### src/rtl/aes_round_sequencer_if.sv
// Plaintext-in / ciphertext-out valid/ready channels of the AES round sequencer.
// The sequencer takes the slave side; the plaintext source / ciphertext sink take master.
interface aes_round_sequencer_if;
  logic         in_valid;
  logic         in_ready;
  logic [127:0] in_data;
  logic         out_valid;
  logic         out_ready;
  logic [127:0] out_data;

  modport master (
    output in_valid, in_data, out_ready,
    input  in_ready, out_valid, out_data
  );

  modport slave (
    input  in_valid, in_data, out_ready,
    output in_ready, out_valid, out_data
  );
endinterface

### src/rtl/aes_round_sequencer.sv
// Iterative AES round controller: owns the cipher state, round counter and both handshakes,
// and drives one round per clock through an external combinational round datapath.
module aes_round_sequencer #(
  parameter int NR = 10
) (
  input  logic                  clk,
  input  logic                  rst,
  input  logic                  abort,
  aes_round_sequencer_if.slave  io,
  output logic                  busy,
  output logic [3:0]            rk_idx,
  input  logic [127:0]          rk_data,
  output logic [127:0]          rf_state,
  output logic                  rf_last,
  input  logic [127:0]          rf_result
);
  typedef enum logic [1:0] {IDLE, ROUND, DONE} fsm_t;

  localparam logic [3:0] LAST = 4'(NR);

  fsm_t         fsm;
  logic [127:0] state;
  logic [3:0]   round;
  logic         in_ready_q;
  logic         out_valid_q;
  logic         busy_q;
  logic         rf_last_q;
  logic [3:0]   rk_idx_q;

  // Handshake, key index and last-round flags are registered alongside fsm so that
  // nothing downstream sees a combinational path from in_valid or out_ready.
  always_ff @(posedge clk or posedge rst) begin
    if (rst) begin
      fsm         <= IDLE;
      state       <= '0;
      round       <= '0;
      in_ready_q  <= 1'b1;
      out_valid_q <= 1'b0;
      busy_q      <= 1'b0;
      rf_last_q   <= 1'b0;
      rk_idx_q    <= '0;
    end else if (abort) begin
      // state is deliberately held; only control returns to idle
      fsm         <= IDLE;
      round       <= '0;
      in_ready_q  <= 1'b1;
      out_valid_q <= 1'b0;
      busy_q      <= 1'b0;
      rf_last_q   <= 1'b0;
      rk_idx_q    <= '0;
    end else begin
      case (fsm)
        IDLE: begin
          if (io.in_valid) begin
            state      <= io.in_data ^ rk_data;
            round      <= 4'd1;
            fsm        <= ROUND;
            in_ready_q <= 1'b0;
            busy_q     <= 1'b1;
            rk_idx_q   <= 4'd1;
            rf_last_q  <= (LAST == 4'd1);
          end
        end
        ROUND: begin
          state <= rf_result;
          if (round == LAST) begin
            fsm         <= DONE;
            out_valid_q <= 1'b1;
            rf_last_q   <= 1'b0;
            rk_idx_q    <= '0;
          end else begin
            round     <= round + 4'd1;
            rk_idx_q  <= round + 4'd1;
            rf_last_q <= ((round + 4'd1) == LAST);
          end
        end
        DONE: begin
          if (io.out_ready) begin
            fsm         <= IDLE;
            round       <= '0;
            out_valid_q <= 1'b0;
            busy_q      <= 1'b0;
            in_ready_q  <= 1'b1;
          end
        end
        default: begin
          fsm         <= IDLE;
          round       <= '0;
          in_ready_q  <= 1'b1;
          out_valid_q <= 1'b0;
          busy_q      <= 1'b0;
          rf_last_q   <= 1'b0;
          rk_idx_q    <= '0;
        end
      endcase
    end
  end

  assign io.in_ready  = in_ready_q;
  assign io.out_valid = out_valid_q;
  assign io.out_data  = state;
  assign busy         = busy_q;
  assign rk_idx       = rk_idx_q;
  assign rf_state     = state;
  assign rf_last      = rf_last_q;

  a_round_bound: assert property (@(posedge clk) disable iff (rst) round <= LAST);
  a_flags_match_fsm: assert property (@(posedge clk) disable iff (rst)
    (in_ready_q == (fsm == IDLE)) && (out_valid_q == (fsm == DONE)) && (busy_q == (fsm != IDLE)));
endmodule
### src/flat_wrapper.sv
// flat-port wrapper written by rule: the top's interface ports become plain ports
module aes_round_sequencer_flat 
#(
  parameter int NR = 10
)
  (clk, rst, abort, busy, rk_idx, rk_data, rf_state, rf_last, rf_result, io_in_valid, io_in_data, io_out_ready, io_in_ready, io_out_valid, io_out_data);
  aes_round_sequencer_if io_i ();
  input  logic clk;
  input  logic rst;
  input  logic abort;
  output logic busy;
  output logic [3:0] rk_idx;
  input  logic [127:0] rk_data;
  output logic [127:0] rf_state;
  output logic rf_last;
  input  logic [127:0] rf_result;
  input wire logic [$bits(io_i.in_valid)-1:0] io_in_valid;
  input wire logic [$bits(io_i.in_data)-1:0] io_in_data;
  input wire logic [$bits(io_i.out_ready)-1:0] io_out_ready;
  output wire logic [$bits(io_i.in_ready)-1:0] io_in_ready;
  output wire logic [$bits(io_i.out_valid)-1:0] io_out_valid;
  output wire logic [$bits(io_i.out_data)-1:0] io_out_data;
  assign io_i.in_valid = io_in_valid;
  assign io_i.in_data = io_in_data;
  assign io_i.out_ready = io_out_ready;
  assign io_in_ready = io_i.in_ready;
  assign io_out_valid = io_i.out_valid;
  assign io_out_data = io_i.out_data;
  aes_round_sequencer #(.NR(NR)) u_core (.clk(clk), .rst(rst), .abort(abort), .io(io_i), .busy(busy), .rk_idx(rk_idx), .rk_data(rk_data), .rf_state(rf_state), .rf_last(rf_last), .rf_result(rf_result));
endmodule
### config.mk
export PLATFORM = sky130hd
export DESIGN_NAME = aes_round_sequencer_flat
export DESIGN_NICKNAME = d
export VERILOG_FILES = /design/src/rtl/aes_round_sequencer_if.sv /design/src/rtl/aes_round_sequencer.sv /design/src/flat_wrapper.sv
export SDC_FILE = /design/constraint.sdc
export NUM_CORES = 1
export LEC_CHECK = 0
export BUFFER_PORTS_ARGS = -buffer_cell sky130_fd_sc_hd__buf_2
export CAP_MARGIN = 20
export CORE_AREA = 4 4 250 252
export DETAILED_ROUTE_END_ITERATION = 6
export DIE_AREA = 0 0 254 256
export PLACE_DENSITY = 0.41
export SYNTH_ARGS = -nofsm -noshare
export SYNTH_HDL_FRONTEND = slang
export SYNTH_SLANG_ARGS = --single-unit
### constraint.sdc
create_clock -name clk -period 5.3 [get_ports clk]
set_clock_uncertainty 0.15 [all_clocks]
set_input_delay 1.06 -clock clk [delete_from_list [all_inputs] [get_ports clk]]
set_output_delay 1.06 -clock clk [all_outputs]
set_load 0.02 [all_outputs]
After elaboration in Yosys (flattened, before gate mapping)
Cells that the tools add are included.
{"block": "op_classes", "addsub": 1, "n_eq_ne": 12, "mux": 29, "n_bitwise": 2, "n_reduce_logical": 8}
{"cell": "$pmux 128 s2", "count": 1}
{"cell": "$mux 128", "count": 1}
{"cell": "$xor 128x128->128", "count": 1}
{"cell": "$mux 4", "count": 6}
{"cell": "$pmux 4 s3", "count": 2}
{"cell": "$reduce_and 3->1", "count": 5}
{"cell": "$pmux 1 s3", "count": 4}
{"cell": "$mux 1", "count": 10}
{"cell": "$ne 3x3->1 const B", "count": 3}
{"cell": "$eq 4x4->1 const B", "count": 2}
{"cell": "$mux 2", "count": 4}
{"cell": "$ne 2x2->1 const B", "count": 4}
{"cell": "$pmux 2 s3", "count": 1}
{"cell": "$add 4x1->4 const B", "count": 1}
{"cell": "$ne 3x2->1 const B", "count": 1}
{"cell": "$eq 2x1->1 const B", "count": 1}
{"cell": "$eq 2x2->1 const B", "count": 1}
{"cell": "$logic_not 2->1", "count": 1}
{"cell": "$reduce_and 2->1", "count": 1}
{"cell": "$reduce_bool 2->1", "count": 1}
{"cell": "$not 1->1", "count": 1}
{"block": "word_totals", "regBits": 142, "in_bits": 389, "out_inout_bits": 264, "wordCells": 60}

Longest topological paths before layout
Gate-level depths: netlist of run 1.
{"block": "logic_depth", "ltp_word": 5, "mapped_depth": 8, "ltp_nobuf": 6}

Worst setup path after synthesis of run 1
No wires, ideal clock.
{"block": "synth_path", "path_type": "input-to-reg", "from": "input port abort", "to": "register u_core.state[30], in the netlist u_core.io.out_data[30]", "setup_ns": 0.131, "t_arrival_ns": 1.894, "t_required_ns": 5.019, "slack_ns": 3.125, "path_stages": 8, "path_buffers": 4, "path_cell_list": "nor2_4 o21ai_4 buf_6 buf_6 buf_8 buf_6 nand2_2 o21ai_2"}
{"block": "synth_between", "elab_chain_len": 2}
{"item": "start, declared", "line_no": "flat_wrapper.sv:10", "source": "input logic abort;"}
{"item": "$not 1->1 (no line)"}
{"item": "$reduce_and 3->1 (no line)"}
{"item": "end signal, assigned", "line_no": "aes_round_sequencer.sv:55", "source": "state <= io.in_data ^ rk_data;"}
{"item": "end signal, assigned", "line_no": "aes_round_sequencer.sv:65", "source": "state <= rf_result;"}
{"item": "end, declared", "line_no": "aes_round_sequencer.sv:22", "source": "logic [127:0] state;"}
Every way passes these cells.
A chain may end at the register's enable or synchronous reset.

Worst setup path after layout of run 1
{"block": "layout_path", "from": "register u_core.state[122], in the netlist u_core.io.out_data[122]", "to": "output port io_out_data[122]"}
{"item": "end, declared", "line_no": "flat_wrapper.sv:22", "source": "output wire logic [$bits(io_i.out_data)-1:0] io_out_data;"}
No word-level cell between the ends.

==> qor.yml, run 1 <==
insertion_delay_ns: 0.45
internal_power_mw: 2.90
final_nets: 1899
drt_first_pass_iters: 4
worst_pin_slew_ns: 0.739
numCtsBuffers: 17
p_sw_share_pct: 41.2
cts_tree: "done"
criticalPathCategory: "flip-flop to primary output"
cts_num_sinks: 142
crit_arrival_ns: 1.31
io_pins: 653
synth_nets: 1408
netlist_area_um2: 8590
die-area_um2: 65000
drt_iter0_markers: 376
synth-edff-count: 0
leakagePower_nw: 6.18
whs_ns: 0.339
grt_start_max_net_pins: 135
ys_types: 37
path_cells: "buf_2"
maxCapViolCount: 0
async_flop_share_pct: 100
worstReg2RegStart: "u_core.fsm[0]"
dp_hpwl_um: 26800
start_util_pct: 14.3
clk_pin_slew_ns: 0.06
clockBufferDepth: 2
finalCriticalPeriod_ns: 2.52
synth_top_area_share_pct: 41.1
power_frac_clock_pct: 27.6
grt.overflow.total: 0
critPathMaxFanout: 3
yosysWarnings: 0
setup_ws_ns: 2.78
ys_ff_latch: 142
postPlaceCellArea_um2: 11700
synth_most_common_cell: "nand2_1"
crit_start: "u_core.io.out_data[122]"
ys_seq_area_share_pct: 41.4
core_region_area_um2: 60100
place_ws_ns: 2.90
multi_input_area_um2: 3740
h-tree-depth: 4
p_comb_share_pct: 39.8
holdCritStartpoint: "u_core.rk_idx[3]"
wl_um: 32300
tns_ns: 0
ant_nets: 0
grt_pass1_vias: 8409
crit_path_top_delay_cell: "dfrtp_1"
p_switching_mw: 2.03
ff_latch_area_um2: 3550
status: "finished clean"
seqPwrFrac_pct: 32.6
grt.total_usage_pct: 9.51
gp_congestion: 0.806
synthTopCellsByArea: "dfrtp_1 41%, xnor2_1 13%, o21ai_0 12%"
final_core_util_pct: 20.5
synthFlopType: "dfrtp_1"
cts_hold_buf: 0
drive_gt1_share_pct: 46.8
hold_viol_final: 0
startpoint_type: "flip-flop"
critPathTopFamily: "flip-flops"
fmax_ghz: 0.396
die_x_um: 254
synth_area_per_cell_um2: 8.45
hp-class: "flip-flop to flip-flop"
cts-resized-gates: 0
synth_top_area_cell: "dfrtp_1"
synthTopCellsByCount: "254 x nand2_1, 207 x o21ai_0, 141 x dfrtp_1, 131 x buf_4, 129 x xnor2_1"
antenna_found_initial: 4
clock-root-buffer: "clkbuf_16"
slew_headroom_pct: 50.7
die-height_um: 256
grt_first_pass_wirelength_um: 47200
wl_per_cell_um: 14.0
drc: 0
rows: 90
irDropWorstVdd_v: 0.000240
power.density_nw_per_um2: 401
via_per_inst: 3.56
rsz0062_at_grt: "false"
slew_viol_final: 0
cp.buffers_inverters: 1
num-fill-cells: 6792
areaGrowthSynthToFinish_pct: 43.4
cpPeakStageDelay_ns: 0.59
io_buffers: 652
fin_crit_sh_pct: 47.6
final_cell_area_um2: 12300
post_cts_buffers: 0
vias: 8188
cp-end-kind: "primary output"
netlist_instances: 1016
crit_required_ns: 4.09
setup_viol: 0
==> stage by stage <==
stage | total power, mW | std cells
2_1_floorplan | 3.07 | 1016
3_3_place_gp | 3.64 | 2270
3_5_place_dp | 3.64 | 2270
4_1_cts | 5.07 | 2300
5_1_grt | 5.28 | 2300
6_report | 4.93 | 2301
==> power by group through the flow <==
stage	Combinational, mW	Sequential [mW]	Clock [mW]
final	1.96	1.61	1.36
after global routing	2.15	1.65	1.48
after CTS	2.00	1.62	1.44
after global placement	2.01	1.63	0
after detailed placement	2.00	1.64	0
after floorplan	1.23	1.84	0
==> routing by layer <==
| layer | wire length [um] | share of wire (%) | global-route usage (%) | up-vias |
|---|---|---|---|---|
| li1 | - | - | - | 4164 |
| met1 | 12700 | 39 | 10.6 | 3624 |
| met2 | 16400 | 51 | 17.1 | 365 |
| met3 | 2620 | 8.1 | 3.00 | 35 |
| met4 | 564 | 1.7 | 3.17 | 0 |
| met5 | 0 | 0 | 0 | - |
==> cells in the final DEF, fill, tap and decap left out, drive strengths merged, types with 4 or more instances in the layout <==
cell type and count:
clkbuf 19, buf 657, o21ai 263, inv 4
nand2 264, dfrtp 141, clkinv 4, xnor2 129
bufinv 6, nor2 4
==> cell type report <==
type / instances / area share, %
Clock buffer: 19 / 3.60
Inverter: 4 / 0.163
Multi-Input combinational cell: 685 / 30.4
Clock inverter: 11 / 1.75
Antenna cell: 1 / 0.0203
Sequential cell: 142 / 28.9
Timing Repair Buffer: 657 / 27.3
Tap cell: 782 / 7.94
==> registers in the layout, indices dropped and copies added (netlist names) <==
signal,count
u_core.io.out_data,128
u_core.rk_idx,4
u_core.round,4
u_core.fsm,2
u_core.busy,1
u_core.io.in_ready,1
u_core.io.out_valid,1
u_core.rf_last,1
==> logic make-up (layout without fill, tap and decap cells) <==
logic type	count (synthesis)	count (layout)	synth area share, %
multiplexers	1	1	0.117
flip-flops	142	142	41.4
AND/OR/NAND/NOR	278	278	12.9
AO/OA/AOI/OAI	273	273	16.8
buffers and inverters	189	691	15.1
XOR/XNOR	130	130	13.3
other	0	1	0
adder cells (fa/ha/maj)	3	3	0.437
==> final timing paths <==
kind / end / slack, ns / cells past startpoint
max reg2reg: u_core.io.out_data[64] / 3.19 / 5
min reg2reg: u_core.rk_idx[3] / 0.34 / 1
max: io_out_data[122] / 2.78 / 1
min: u_core.rk_idx[3] / 0.34 / 1
min in group asynchronous: u_core.io.out_data[32] / 0.52 / 2
max in group asynchronous: u_core.io.in_ready / 3.59 / 3
Power figures use the tool's default switching activity.
==> run 2: changes to the inputs <==
clock period = 2.3 ns   (was 5.3 ns; I/O delays follow)
==> run 2 against run 1 <==
Non-clock buffer count rose by 30. Sequential cell count did not move. Wire length barely moved. Via count rose by 1.8%. Die area did not move. Critical path depth did not move. Highest routed layer unchanged.
==> qor.yml, run 2 (synthesis gave the netlist of run 1 again) <==
status: "finished clean"
ant_nets: 0  # unchanged
internal_power_mw: 6.41  # +120%
core_region_area_um2: 60100  # unchanged
crit_path_top_delay_cell: "dfrtp_1"
insertion_delay_ns: 0.46  # about the same
die-area_um2: 65000  # unchanged
p_comb_share_pct: 41.4  # +1.6 points
vias: 8336  # +1.8%
hold_viol_final: 0  # unchanged
areaGrowthSynthToFinish_pct: 45.5
cp-end-kind: "primary output"
startpoint_type: "flip-flop"
rows: 90  # unchanged
grtUsageMet3_pct: 2.89  # -0.11 points
crit_required_ns: 1.69  # -2.40 ns
slew_viol_final: 0  # unchanged
grt_first_pass_wirelength_um: 47000  # -0.41%
die-height_um: 256  # unchanged
numCtsBuffers: 17  # unchanged
finalCriticalPeriod_ns: 1.87
gp_congestion: 0.821  # +1.9%
io_buffers: 652  # unchanged
crit_arrival_ns: 1.26  # -0.05 ns
clock-root-buffer: "clkbuf_16"
criticalPathCategory: "flip-flop to primary output"
die_x_um: 254  # unchanged
path_cells: "buf_2"
cts_tree: "done"
drt_iter0_markers: 410  # +9.0%
met1_usage_pct: 10.2  # -0.33 points
cts-resized-gates: 0  # unchanged
p_switching_mw: 4.71  # +130%
wl_um: 32300  # about the same
leakagePower_nw: 6.28  # +1.7%
mostFrequentLayoutCell: "buf_2"
grt.total_usage_pct: 9.44  # -0.066 points
power.density_nw_per_um2: 890  # +120%
slew_headroom_pct: 59.8  # +9.1 points
setup_ws_ns: 0.427  # -2.35 ns
irDropWorstVdd_v: 0.000547  # +130%
drt_first_pass_iters: 4  # unchanged
grt.overflow.total: 0  # unchanged
critPathMaxFanout: 3  # unchanged
setup_viol: 0  # unchanged
met2_usage_pct: 17.1  # +0.060 points
cp.buffers_inverters: 1  # unchanged
rsz0062_at_grt: "false"
maxCapViolCount: 0  # unchanged
critPathTopFamily: "flip-flops"
antenna_found_initial: 1  # -3
start_util_pct: 14.3  # unchanged
power_frac_clock_pct: 25.6  # -2.0 points
final_cell_area_um2: 12500  # +1.5%
clk_pin_slew_ns: 0.06  # about the same
p_sw_share_pct: 42.4  # +1.2 points
drive_gt1_share_pct: 47.7  # +0.87 points
fmax_ghz: 0.534
largest_register_ffs: 128  # unchanged
cts_num_sinks: 142  # unchanged
dp_hpwl_um: 27200  # +1.5%
gr-max-usage-layer: "met2"
place_ws_ns: 0.475  # -2.43 ns
wl_per_cell_um: 13.8  # -1.3%
final_nets: 1929  # +1.6%
hp-class: "primary input to flip-flop"
drc: 0  # unchanged
postPlaceCellArea_um2: 11900  # +1.9%
worst_pin_slew_ns: 0.601  # -0.138 ns
fin_crit_sh_pct: 81.4
seqPwrFrac_pct: 33.0  # +0.4 points
h-tree-depth: 4  # unchanged
io_pins: 653  # unchanged
clockBufferDepth: 2  # unchanged
grt_start_max_net_pins: 99  # -27%
final_cell_mix: "652 x buf_2, 254 x nand2_1, 207 x o21ai_0, 141 x dfrtp_1, 129 x xnor2_1"
via_per_inst: 3.57  # +0.45%
grt_pass1_vias: 8470  # +0.73%
whs_ns: 0.120  # -0.219 ns
cpPeakStageDelay_ns: 0.57  # -0.02 ns
==> run 2: cell types whose count changed in the layout (fill, tap and decap cells not counted), sizes merged <==
| cell | delta |
|---|---|
| buf | +28 |
| bufinv | -3 |
| clkinvlp | +2 |
| dlygate4sd3 | +2 |
| inv | +2 |
==> run 2: metrics by stage <==
step	setup TNS, ns	instances	power (mW)	util (%)
after floorplan	-12.16	1016	7.07	-
after global placement	0	2298	8.42	19.8
after detailed placement	0	2298	8.42	19.8
after CTS	0	2331	11.4	20.8
after global routing	0	2332	11.9	20.8
final	0	2332	11.1	20.8
==> run 2: path summary, 6_finish.rpt <==
| kind | startpoint | endpoint | cells after the start | slack [ns] |
|---|---|---|---|---|
| max reg2reg | u_core.fsm[0] | u_core.io.out_data[22] | 6 | 0.48 |
| max | u_core.io.out_data[122] | io_out_data[122] | 1 | 0.43 |
| max in group asynchronous | rst | u_core.io.in_ready | 4 | 0.86 |
| min in group asynchronous | rst | u_core.io.out_data[35] | 3 | 0.49 |
| min reg2reg | u_core.rk_idx[1] | u_core.rk_idx[1] | 2 | 0.33 |
| min | abort | u_core.busy | 2 | 0.12 |
==> run 2: area by class of cell <==
type | instances | area (um^2)
Clock buffer | 19 | 433
Clock inverter | 12 | 163
Multi-Input combinational cell | 685 | 3740
Fill cell | 6698 | 47600
Timing Repair Buffer | 687 | 3610
Antenna cell | 1 | 2.50
Sequential cell | 142 | 3550
Tap cell | 782 | 978
Inverter | 4 | 18.8
==> run 2: layer usage <==
| metal | wire [um] | share of wire [%] | vias up |
|---|---|---|---|
| li1 | - | - | 4225 |
| met1 | 12600 | 39 | 3719 |
| met2 | 16700 | 52 | 356 |
| met3 | 2300 | 7.1 | 36 |
| met4 | 658 | 2.0 | 0 |
| met5 | 0 | 0 | - |
==> run 2: timing repair <==
item / CTS / global route
hold buffers: 2 / 0
buffers inserted: 0 / 0
endpoints found under the hold margin: 6 / 0
==> run 2: power groups by stage <==
stage | Clock, mW | Combinational (mW) | Sequential, mW
after floorplan | 0 | 2.83 | 4.24
after global placement | 0 | 4.71 | 3.71
after detailed placement | 0 | 4.68 | 3.73
after CTS | 3.04 | 4.69 | 3.70
after global routing | 3.12 | 5.03 | 3.78
final | 2.85 | 4.60 | 3.67
==> run 3: changes to the inputs <==
CORE_AREA = 4 4 252 254   (was 4 4 250 252)
DIE_AREA = 0 0 256 258   (was 0 0 254 256)
PLACE_DENSITY = 0.4   (was 0.41)
clock period = 1.83 ns   (was 2.3 ns; I/O delays follow)
==> run 3 against run 2 <==
Via count up 1.3%. Total power increased by 25%. Register-to-register slack got worse by 0.33 ns. Global-route usage is 0.22 points higher. Sequential share of layout area decreased by 0.33 points. Non-clock buffer count is 13 higher. Combinational power up 28%. Final cell count increased by 0.94%. First-iteration DRC count increased by 5.4%. Worst setup slack lost 0.34 ns. Worst hold slack worse by 0.076 ns. Die area increased by 1.6%. Largest power group unchanged.
==> qor.yml, run 3 (synthesis gave the netlist of run 1 again) <==
crit_required_ns: 2.01  # +0.32 ns
clock-root-buffer: "clkbuf_16"
criticalPathCategory: "primary input to flip-flop"
fin_cells: 2354  # +0.94%
finalCriticalPeriod_ns: 1.75
critPathTopFamily: "buffers and inverters"
insertion_delay_ns: 0.47  # about the same
wl_per_cell_um: 14.0  # +0.82%
ant_nets: 0  # unchanged
post_cts_buffers: 0  # unchanged
h-tree-depth: 4  # unchanged
clk_pin_slew_ns: 0.07  # about the same
power.density_nw_per_um2: 1100  # +24%
largest_register_ffs: 128  # unchanged
startpoint_type: "primary input"
gp_congestion: 0.890  # +8.4%
grt_first_pass_wirelength_um: 49600  # +5.4%
power.total_mw: 13.9  # +25%
final_nets: 1942  # +0.67%
drt_iter0_markers: 432  # +5.4%
setup_viol: 0  # unchanged
fmax_ghz: 0.573
start_util_pct: 14.0  # -0.26 points
postPlaceCellArea_um2: 12000  # +0.99%
areaGrowthSynthToFinish_pct: 47.4
grt_start_max_net_pins: 76  # -23%
worst_pin_slew_ns: 0.493  # -0.108 ns
crit_path_top_delay_cell: "dlygate4sd3_1"
cp-end-kind: "flip-flop"
drive_gt1_share_pct: 48.0  # +0.34 points
crit_arrival_ns: 1.93  # +0.67 ns
io_buffers: 652  # unchanged
slew_headroom_pct: 67.1  # +7.3 points
cts_num_sinks: 142  # unchanged
status: "finished clean"
slew_viol_final: 0  # unchanged
leakagePower_nw: 6.34  # +0.91%
dpl.cell_count: 2312  # +0.61%
hold_viol_final: 0  # unchanged
irDropWorstVdd_v: 0.000627  # +15%
critPathMaxFanout: 39  # +36
grt.total_usage_pct: 9.66  # +0.22 points
core_region_area_um2: 61300  # +1.9%
die-area_um2: 66000  # +1.6%
via_per_inst: 3.59  # +0.34%
crit_path_frequent_cell: "buf_12"
dp_hpwl_um: 27800  # +2.3%
cpPeakStageDelay_ns: 0.54  # -0.03 ns
hp-class: "primary input to flip-flop"
cts_tree: "done"
final_cell_mix: "652 x buf_2, 254 x nand2_1, 207 x o21ai_0, 137 x dfrtp_1, 129 x xnor2_1"
drt_first_pass_iters: 4  # unchanged
final_cell_area_um2: 12700  # +1.3%
fin_crit_sh_pct: 95.4
mostFrequentLayoutCell: "buf_2"
grt.overflow.total: 0  # unchanged
wl_um: 32900  # +1.8%
clockBufferDepth: 2  # unchanged
cp.buffers_inverters: 4  # +3
io_pins: 653  # unchanged
numCtsBuffers: 17  # unchanged
rsz0062_at_grt: "false"
antenna_found_initial: 3  # +2
die_x_um: 256  # +0.79%
die-height_um: 258  # +0.78%
vias: 8443  # +1.3%
path_cells: "dlygate4sd3_1 -> buf_2 -> nor2_4 -> o21ai_4 -> buf_12 -> buf_12 -> nand2_1 -> o21ai_0"
drc: 0  # unchanged
rows: 91  # +1.1%
grt_pass1_vias: 8687  # +2.6%
maxCapViolCount: 0  # unchanged
## run 3: layout make-up
type	instances	area, um^2
timing repair buffer	700	3780
inverter	4	18.8
clock inverter	12	114
fill	6882	48600
antenna	1	2.50
tap	790	988
sequential	142	3560
clock buffer	20	447
multi-input combinational	685	3740
## run 3: worst paths after layout
path,start,endpoint,slack (ns),cells after the start
setup / recovery,abort,u_core.io.out_data[58],0.08,8
hold / removal,rf_result[19],u_core.io.out_data[19],0.04,3
setup reg to reg,u_core.fsm[1],u_core.round[0],0.15,4
hold reg to reg,u_core.rk_idx[2],u_core.rk_idx[2],0.32,2
max in group asynchronous,rst,u_core.io.out_data[99],0.66,4
min in group asynchronous,rst,u_core.io.out_data[30],0.45,4
## run 3: routing by layer
metal	vias to the layer above	global-route usage, %	share of wire, %
li1	4263	-	-
met1	3773	10.7	39
met4	0	3.72	2.3
met3	34	3.14	7.6
met5	-	0	0
met2	373	17.2	52
## run 3: stage by stage
step / setup TNS [ns] / setup WS [ns] / util (%) / hold slack [ns]
2_1_floorplan: -65.22 / -0.462 / - / 0.282
3_3_place_gp: 0 / 0.193 / 19.6 / 0.319
3_5_place_dp: 0 / 0.164 / 19.6 / 0.318
4_1_cts: 0 / 0.0365 / 20.7 / 0.00161
5_1_grt: 0 / 0.00411 / 20.7 / 0.0213
6_report: 0 / 0.0841 / 20.7 / 0.0444
## run 3: tightest hold or removal path, cell delays in order
cell	delay [ns]
buf_2	0.07
o21ai_0	0.08
o21ai_1	0.11
## run 3: where the power goes
part / switching [mW] / total, mW / leakage, nW / internal [mW]
clock network: 1.45 / 3.36 / 0.263 / 1.91
registers: 0.789 / 4.66 / 1.73 / 3.88
logic: 3.76 / 5.90 / 4.34 / 2.14
total: 6.00 / 13.9 / 6.34 / 7.92
## run 3: repair_timing
action                     4_1_cts  5_1_grt
resized for setup                4        1
hold buffers                     9        0
hold endpoints to repair       149        0
setup endpoints to repair        8        1
pin swaps                        0        0
